### config.mk
export PLATFORM = sky130hd
export DESIGN_NAME = lamp_fpu_issue_ctrl
export DESIGN_NICKNAME = d
export VERILOG_FILES = /design/src/rtl/lampFPU_pkg.sv /design/src/rtl/lamp_fpu_rnd_ne.sv /design/src/rtl/lamp_fpu_issue_ctrl.sv
export SDC_FILE = /design/constraint.sdc
export NUM_CORES = 1
export LEC_CHECK = 0
export CORE_UTILIZATION = 45
export DETAILED_ROUTE_END_ITERATION = 6
export HOLD_SLACK_MARGIN = 0.15
export PLACE_DENSITY_LB_ADDON = 0.3
export SYNTH_ARGS = -nofsm -noshare
export SYNTH_HDL_FRONTEND = slang
export SYNTH_SLANG_ARGS = --single-unit
### constraint.sdc
create_clock -name clk -period 3.6 [get_ports clk]
set_input_delay 0.72 -clock clk [delete_from_list [all_inputs] [get_ports clk]]
set_output_delay 0.72 -clock clk [all_outputs]
set_load 0.01 [all_outputs]
### src/rtl/lampFPU_pkg.sv
// Shared types and widths for the lampFPU issue path.
package lampFPU_pkg;

  localparam int LAMP_INTEGER_DW  = 32;
  localparam int LAMP_FLOAT_DW    = 16;
  localparam int LAMP_FLOAT_E_DW  = 8;
  localparam int LAMP_FLOAT_F_DW  = 7;
  // carry + hidden + fraction + guard/round/sticky
  localparam int LAMP_FLOAT_XF_DW = LAMP_FLOAT_F_DW + 5;

  localparam logic [LAMP_FLOAT_DW-1:0] QNAN_BF16 = 16'h7FC0;

  typedef enum logic [1:0] {
    FPOP_I2F  = 2'd0,
    FPOP_SQRT = 2'd1
  } fpuOp_t;

  typedef enum logic [2:0] {
    IDLE  = 3'd0,
    ISSUE = 3'd1,
    WAIT  = 3'd2,
    ROUND = 3'd3,
    DONE  = 3'd4
  } issueState_t;

  // Opcodes 2 and 3 are reserved and answered with an error response.
  function automatic logic is_valid_op(input logic [1:0] op);
    return (op == FPOP_I2F) || (op == FPOP_SQRT);
  endfunction

endpackage

### src/rtl/lamp_fpu_rnd_ne.sv
// Round-to-nearest-even and bfloat16 packing of an unrounded {s, e, f}
// unit result, including overflow/underflow saturation.
module lamp_fpu_rnd_ne
  import lampFPU_pkg::*;
(
  input  logic                        s_i,
  input  logic [LAMP_FLOAT_E_DW-1:0]  e_i,
  input  logic [LAMP_FLOAT_XF_DW-1:0] f_i,
  input  logic                        isToRound_i,
  input  logic                        isOverflow_i,
  input  logic                        isUnderflow_i,
  output logic [LAMP_FLOAT_DW-1:0]    res_o,
  output logic                        isOverflow_o,
  output logic                        isUnderflow_o,
  output logic                        isInexact_o
);

  logic [LAMP_FLOAT_F_DW-1:0] frac;
  logic                       g_bit;
  logic                       r_bit;
  logic                       s_bit;
  logic                       round_up;
  logic [LAMP_FLOAT_F_DW:0]   frac_rnd;
  logic [LAMP_FLOAT_E_DW:0]   exp_rnd;
  logic                       exp_sat;
  logic                       is_zero;

  // Round the fraction, propagate a mantissa carry into the exponent, then saturate.
  always_comb begin
    frac     = f_i[LAMP_FLOAT_F_DW+2:3];
    g_bit    = f_i[2];
    r_bit    = f_i[1];
    s_bit    = f_i[0];
    round_up = isToRound_i & g_bit & (frac[0] | r_bit | s_bit);
    frac_rnd = {1'b0, frac} + (LAMP_FLOAT_F_DW+1)'(round_up);
    // An all-ones fraction rounding up leaves frac_rnd[6:0] at zero on its own.
    exp_rnd  = {1'b0, e_i} + (LAMP_FLOAT_E_DW+1)'(frac_rnd[LAMP_FLOAT_F_DW]);
    exp_sat  = (exp_rnd >= (LAMP_FLOAT_E_DW+1)'(9'h0FF));
    is_zero  = (e_i == '0) && (f_i == '0);

    res_o         = {s_i, exp_rnd[LAMP_FLOAT_E_DW-1:0], frac_rnd[LAMP_FLOAT_F_DW-1:0]};
    isOverflow_o  = 1'b0;
    isUnderflow_o = 1'b0;
    isInexact_o   = isToRound_i & (g_bit | r_bit | s_bit);

    if (isOverflow_i || exp_sat) begin
      res_o        = {s_i, {LAMP_FLOAT_E_DW{1'b1}}, {LAMP_FLOAT_F_DW{1'b0}}};
      isOverflow_o = 1'b1;
    end else if (isUnderflow_i) begin
      res_o         = {s_i, {(LAMP_FLOAT_DW-1){1'b0}}};
      isUnderflow_o = 1'b1;
    end else if (is_zero) begin
      res_o       = {s_i, {(LAMP_FLOAT_DW-1){1'b0}}};
      isInexact_o = 1'b0;
    end
  end

endmodule

### src/rtl/lamp_fpu_issue_ctrl.sv
// Single-issue sequencer from the core FPU request port to the lampFPU
// i2f and sqrt units. Every accepted request yields exactly one response.
//
// state | meaning
// IDLE  | ready for a request; reserved opcodes answered immediately
// ISSUE | one-cycle start strobe to the selected unit, watchdog cleared
// WAIT  | waiting for the selected unit's valid or the watchdog
// ROUND | rounded result registered into the output regs
// DONE  | response held until the consumer accepts it
module lamp_fpu_issue_ctrl
  import lampFPU_pkg::*;
#(
  parameter int TIMEOUT_CYCLES = 64
) (
  input  logic                        clk,
  input  logic                        rst,
  input  logic                        req_valid_i,
  output logic                        req_ready_o,
  input  logic [1:0]                  req_op_i,
  input  logic [LAMP_INTEGER_DW-1:0]  req_op1_i,
  output logic                        doI2f_o,
  output logic                        doSqrt_o,
  output logic [LAMP_INTEGER_DW-1:0]  op1_o,
  input  logic                        i2f_valid_i,
  input  logic                        i2f_s_i,
  input  logic [LAMP_FLOAT_E_DW-1:0]  i2f_e_i,
  input  logic [LAMP_FLOAT_XF_DW-1:0] i2f_f_i,
  input  logic                        i2f_isOverflow_i,
  input  logic                        i2f_isUnderflow_i,
  input  logic                        i2f_isToRound_i,
  input  logic                        sqrt_valid_i,
  input  logic                        sqrt_s_i,
  input  logic [LAMP_FLOAT_E_DW-1:0]  sqrt_e_i,
  input  logic [LAMP_FLOAT_XF_DW-1:0] sqrt_f_i,
  input  logic                        sqrt_isOverflow_i,
  input  logic                        sqrt_isUnderflow_i,
  input  logic                        sqrt_isToRound_i,
  output logic                        res_valid_o,
  input  logic                        res_ready_i,
  output logic [LAMP_FLOAT_DW-1:0]    res_o,
  output logic                        res_isOverflow_o,
  output logic                        res_isUnderflow_o,
  output logic                        res_isInexact_o,
  output logic                        res_err_o
);

  localparam int WD_W = $clog2(TIMEOUT_CYCLES + 1);

  issueState_t                 state_q;
  fpuOp_t                      op_q;
  logic [LAMP_INTEGER_DW-1:0]  op1_q;
  logic                        ready_q;
  logic                        do_i2f_q;
  logic                        do_sqrt_q;
  logic [WD_W-1:0]             wdog_q;
  logic [WD_W-1:0]             wdog_d;
  logic                        wdog_expired;

  logic                        hold_s_q;
  logic [LAMP_FLOAT_E_DW-1:0]  hold_e_q;
  logic [LAMP_FLOAT_XF_DW-1:0] hold_f_q;
  logic                        hold_rnd_q;
  logic                        hold_ovf_q;
  logic                        hold_unf_q;

  logic                        res_valid_q;
  logic [LAMP_FLOAT_DW-1:0]    res_q;
  logic                        res_ovf_q;
  logic                        res_unf_q;
  logic                        res_inex_q;
  logic                        res_err_q;

  logic                        unit_valid;
  logic                        unit_s;
  logic [LAMP_FLOAT_E_DW-1:0]  unit_e;
  logic [LAMP_FLOAT_XF_DW-1:0] unit_f;
  logic                        unit_rnd;
  logic                        unit_ovf;
  logic                        unit_unf;

  logic [LAMP_FLOAT_DW-1:0]    rnd_res;
  logic                        rnd_ovf;
  logic                        rnd_unf;
  logic                        rnd_inex;

  // Observe only the unit that was issued; the other one is ignored.
  always_comb begin
    unit_valid = i2f_valid_i;
    unit_s     = i2f_s_i;
    unit_e     = i2f_e_i;
    unit_f     = i2f_f_i;
    unit_rnd   = i2f_isToRound_i;
    unit_ovf   = i2f_isOverflow_i;
    unit_unf   = i2f_isUnderflow_i;
    if (op_q == FPOP_SQRT) begin
      unit_valid = sqrt_valid_i;
      unit_s     = sqrt_s_i;
      unit_e     = sqrt_e_i;
      unit_f     = sqrt_f_i;
      unit_rnd   = sqrt_isToRound_i;
      unit_ovf   = sqrt_isOverflow_i;
      unit_unf   = sqrt_isUnderflow_i;
    end
  end

  // Watchdog counts WAIT cycles; it expires on the TIMEOUT_CYCLES-th one.
  always_comb begin
    wdog_d       = wdog_q + WD_W'(1);
    wdog_expired = (wdog_d == WD_W'(TIMEOUT_CYCLES));
  end

  lamp_fpu_rnd_ne u_rnd (
    .s_i           (hold_s_q),
    .e_i           (hold_e_q),
    .f_i           (hold_f_q),
    .isToRound_i   (hold_rnd_q),
    .isOverflow_i  (hold_ovf_q),
    .isUnderflow_i (hold_unf_q),
    .res_o         (rnd_res),
    .isOverflow_o  (rnd_ovf),
    .isUnderflow_o (rnd_unf),
    .isInexact_o   (rnd_inex)
  );

  // Issue FSM with all outputs registered.
  always_ff @(posedge clk) begin
    if (rst) begin
      state_q     <= IDLE;
      op_q        <= FPOP_I2F;
      op1_q       <= '0;
      ready_q     <= 1'b0;
      do_i2f_q    <= 1'b0;
      do_sqrt_q   <= 1'b0;
      wdog_q      <= '0;
      hold_s_q    <= 1'b0;
      hold_e_q    <= '0;
      hold_f_q    <= '0;
      hold_rnd_q  <= 1'b0;
      hold_ovf_q  <= 1'b0;
      hold_unf_q  <= 1'b0;
      res_valid_q <= 1'b0;
      res_q       <= '0;
      res_ovf_q   <= 1'b0;
      res_unf_q   <= 1'b0;
      res_inex_q  <= 1'b0;
      res_err_q   <= 1'b0;
    end else begin
      do_i2f_q  <= 1'b0;
      do_sqrt_q <= 1'b0;
      case (state_q)
        IDLE: begin
          ready_q <= 1'b1;
          if (ready_q && req_valid_i) begin
            ready_q <= 1'b0;
            op1_q   <= req_op1_i;
            if (is_valid_op(req_op_i)) begin
              op_q      <= fpuOp_t'(req_op_i);
              do_i2f_q  <= (req_op_i == FPOP_I2F);
              do_sqrt_q <= (req_op_i == FPOP_SQRT);
              state_q   <= ISSUE;
            end else begin
              res_q       <= '0;
              res_ovf_q   <= 1'b0;
              res_unf_q   <= 1'b0;
              res_inex_q  <= 1'b0;
              res_err_q   <= 1'b1;
              res_valid_q <= 1'b1;
              state_q     <= DONE;
            end
          end
        end
        ISSUE: begin
          wdog_q  <= '0;
          state_q <= WAIT;
        end
        WAIT: begin
          if (unit_valid) begin
            hold_s_q   <= unit_s;
            hold_e_q   <= unit_e;
            hold_f_q   <= unit_f;
            hold_rnd_q <= unit_rnd;
            hold_ovf_q <= unit_ovf;
            hold_unf_q <= unit_unf;
            state_q    <= ROUND;
          end else if (wdog_expired) begin
            res_q       <= QNAN_BF16;
            res_ovf_q   <= 1'b0;
            res_unf_q   <= 1'b0;
            res_inex_q  <= 1'b0;
            res_err_q   <= 1'b1;
            res_valid_q <= 1'b1;
            state_q     <= DONE;
          end else begin
            wdog_q <= wdog_d;
          end
        end
        ROUND: begin
          res_q       <= rnd_res;
          res_ovf_q   <= rnd_ovf;
          res_unf_q   <= rnd_unf;
          res_inex_q  <= rnd_inex;
          res_err_q   <= 1'b0;
          res_valid_q <= 1'b1;
          state_q     <= DONE;
        end
        DONE: begin
          if (res_ready_i) begin
            res_valid_q <= 1'b0;
            ready_q     <= 1'b1;
            state_q     <= IDLE;
          end
        end
        default: begin
          ready_q     <= 1'b0;
          res_valid_q <= 1'b0;
          state_q     <= IDLE;
        end
      endcase
    end
  end

  assign req_ready_o       = ready_q;
  assign doI2f_o           = do_i2f_q;
  assign doSqrt_o          = do_sqrt_q;
  assign op1_o             = op1_q;
  assign res_valid_o       = res_valid_q;
  assign res_o             = res_q;
  assign res_isOverflow_o  = res_ovf_q;
  assign res_isUnderflow_o = res_unf_q;
  assign res_isInexact_o   = res_inex_q;
  assign res_err_o         = res_err_q;

endmodule

==> impl_metrics.ini <==
[placed_design]
place_hpwl_um = 7710
pre_cts_slack_ns = 0.400
port_buffers = 143
placed_cell_area_um2 = 5690
place.gp.congestion = 0.858

[route]
vias_per_cell = 5.45
ant_nets = 0
wl_met1_um = 4660
drc = 0
wire_per_inst_um = 14.5
dr_wl_met2_um = 4960
top_layer_used = met4
vias = 3926
wl_met3_um = 707
first_iter_violations = 113
finalWirelength_um = 10400
drtPass1Iterations = 4

[setup_path]
r2r-end = res_o[6]
r2r_setup_slack_ns = 0.31
critPathRequiredTime_ns = 3.85
critPathKind = reg -> reg
worstPathMaxFanout = 12
slowest_delay_ns = 0.77
worstSetupStartpointType = flop
r2r_cells = 11
arrival_ns = 3.54
r2r_start = hold_f_q[1]
path_cells = o311a_1, ha_1, and3_1, nand3_1, nor2_1, ha_1, or2_2, a31oi_1, o2111ai_1, a41oi_1, a2111oi_2
slowest_stage = o2111ai_1
worstSetupEndpointType = flop
path_common_cell = ha_1

[grt]
antenna_found_initial = 0
grt_pass1_vias = 3762
overflow = 0
grt_pass1_wl_um = 16800
track_usage_pct = 21.3
grt_max_degree = 59

[worst_hold_path]
worstHoldPathType = reg -> reg
hold_depth = 2
min_from = op1_o[18]
hold_end = op1_o[18]

[synthesis]
ys_types = 63
ys.flop_type = dfxtp_1
synth_edf_count = 0
seq_area_frac_synth_pct = 43.8
ys_warn_count = 0
netlist_area_um2 = 4200
synth_cells = 480
async_flop_share_pct = 0
syn-num-nets = 573
avgSynthCellArea_um2 = 8.75
synth_seq_cells = 92

[layout]
final_core_util_pct = 65.9
area_growth_pct = 39.5
drive_gt1_share_pct = 5.55
fillers = 733
antenna_cells = 0
finish.instance_area_um2 = 5860
fin_nets = 702

[clock_tree]
clockRootBuffer = clkbuf_8
cts_tree = yes
cts_buffer_depth = 2
postCtsSetupBuffers = 0
clock_latency_ns = 0.35
clock_sinks = 92
ctsResizeCount = 0
clk_pin_slew_ns = 0.09
numCtsBuffers = 9
cts_max_level = 3
cts_hold_buffers = 0

[timing]
hold_violations = 0
grt_setup_unrepaired = no
finalCriticalPeriod_ns = 3.29
tightest_slew_ns = 0.923
fin_ws_ns = 0.314
setup_viol = 0
fin_hold_ws_ns = 0.459
timing.final.crit_share_pct = 91.3
relSlewSlack_pct = 38.4
maxSlewViolCount = 0
max_freq_mhz = 304
fin_skew_ns = 0.0125
setup_tns_ns = 0

[floorplanning]
die_y_um = 98.6
start_util_pct = 47.2
design.core.area_um2 = 8890
die-area_um2 = 9720
num_io_pins = 144
fp-row-count = 34
die_width_um = 98.6

[power]
p_clk_share_pct = 28.8
p_sw_uw = 618
p_int_uw = 1570
sw_frac_of_total_pct = 28.3
ir_worst_vdd_v = 0.000197
seq_power_share_pct = 50.9
leakagePower_uw = 0.00194
powerDensity_nw_per_um2 = 373
comb_power_share_pct = 20.3

[run_status]
status = finished clean

[job]
maxCapViolations = 0
cell families (layout without fill, tap and decap cells):
family	after synthesis	after routing	synth area share [%]
XOR/XNOR	13	13	2.71
flip-flops	92	92	43.8
AO/OA/AOI/OAI	133	133	22.8
adder cells (fa/ha/maj)	5	5	1.49
AND/OR/NAND/NOR	173	173	19.4
multiplexers	24	24	5.72
buffers and inverters	40	173	4.02
flip-flops by register name (all words and copies together), names as in the netlist, 2 cells and up:
register	flops
op_q	2
hold_e_q	8
op1_o	32
hold_f_q	12
wdog_q	7
state_q	3
res_o	16
power by group through the flow:
stage	Sequential [µW]	Clock, µW	Combinational (µW)
2_1_floorplan	1140	0	227
4_1_cts	1110	647	447
6_report	1110	629	445
3_3_place_gp	1130	0	437
3_5_place_dp	1140	0	444
5_1_grt	1120	689	485
placed cells by master, fill, tap and decap left out, types with 4 or more instances in the layout:
master and count:
ha_1 5, and3_1 4, dfxtp_1 92, clkdlybuf4s50_1 142
mux2i_1 24, o2bb2ai_1 7, inv_1 11, nand2_1 82
nor3_1 6, nand4_1 4, nand2b_1 4, buf_4 4
o21ai_0 8, a211oi_1 27, xnor2_1 9, nor2_1 35
a22o_1 11, xor2_1 4, clkbuf_8 10, nand3_1 9
o211ai_1 10, a21oi_1 43
worst max-delay path: cells and delay by family (launching register included):
family	cells	cell delay, ns
AOI/OAI and AO/OA	5	1.66
and+or+nand+nor	4	0.65
adders and majority gates	2	0.49
DFF	1	0.38
synthesized netlist by cell type (3+ instances only):
cell type | number | area, µm²
nor3_1 | 6 | 30.0
xor2_1 | 4 | 35.0
inv_1 | 11 | 41.3
nand2_1 | 82 | 308
dfxtp_1 | 92 | 1840
a211oi_1 | 27 | 203
nand4_1 | 4 | 25.0
buf_2 | 6 | 30.0
a21oi_1 | 43 | 215
nor2b_1 | 3 | 18.8
and3_1 | 4 | 25.0
nor4_1 | 3 | 18.8
nand2b_1 | 4 | 25.0
clkbuf_1 | 20 | 75.1
o2bb2ai_1 | 7 | 61.3
xnor2_1 | 9 | 78.8
nor2_1 | 36 | 135
ha_1 | 5 | 62.6
nand3_1 | 9 | 45.0
o211ai_1 | 10 | 75.1
mux2i_1 | 24 | 240
a22o_1 | 11 | 96.3
a31oi_1 | 3 | 18.8
o21ai_0 | 8 | 40.0
worst max-delay path by stage:
stage,slack [ns],end,from
4_1_cts,0.38,res_o[6],hold_f_q[1]
6_report,0.31,res_o[6],hold_f_q[1]
3_5_place_dp,0.40,res_o[0],hold_f_q[1]
2_1_floorplan,1.02,res_o[10],hold_f_q[0]
5_1_grt,0.07,res_o[6],hold_f_q[3]
3_3_place_gp,0.54,res_o[6],hold_f_q[3]
stage by stage:
stage / instances / total power (µW)
final: 721 / 2190
after global routing: 721 / 2290
after CTS: 721 / 2210
after detailed placement: 706 / 1580
after global placement: 706 / 1570
after floorplan: 480 / 1360
final cells by class:
cell class	instances	area, µm²	area share, %
clock buffer	10	138	2.35
multi-input combinational	348	2210	37.7
tap	108	135	2.31
sequential	92	1840	31.4
timing repair buffer	147	1460	24.9
clock inverter	5	36.3	0.619
inverter	11	41.3	0.705
layer usage:
| layer | GRT usage, % | vias to the layer above |
|---|---|---|
| met2 | 36.1 | 119 |
| met4 | 5.05 | 0 |
| li1 | - | 1984 |
| met3 | 6.52 | 11 |
| met1 | 26.6 | 1812 |
| met5 | 0 | - |
Note: power is estimated with default switching activity, not from simulation.
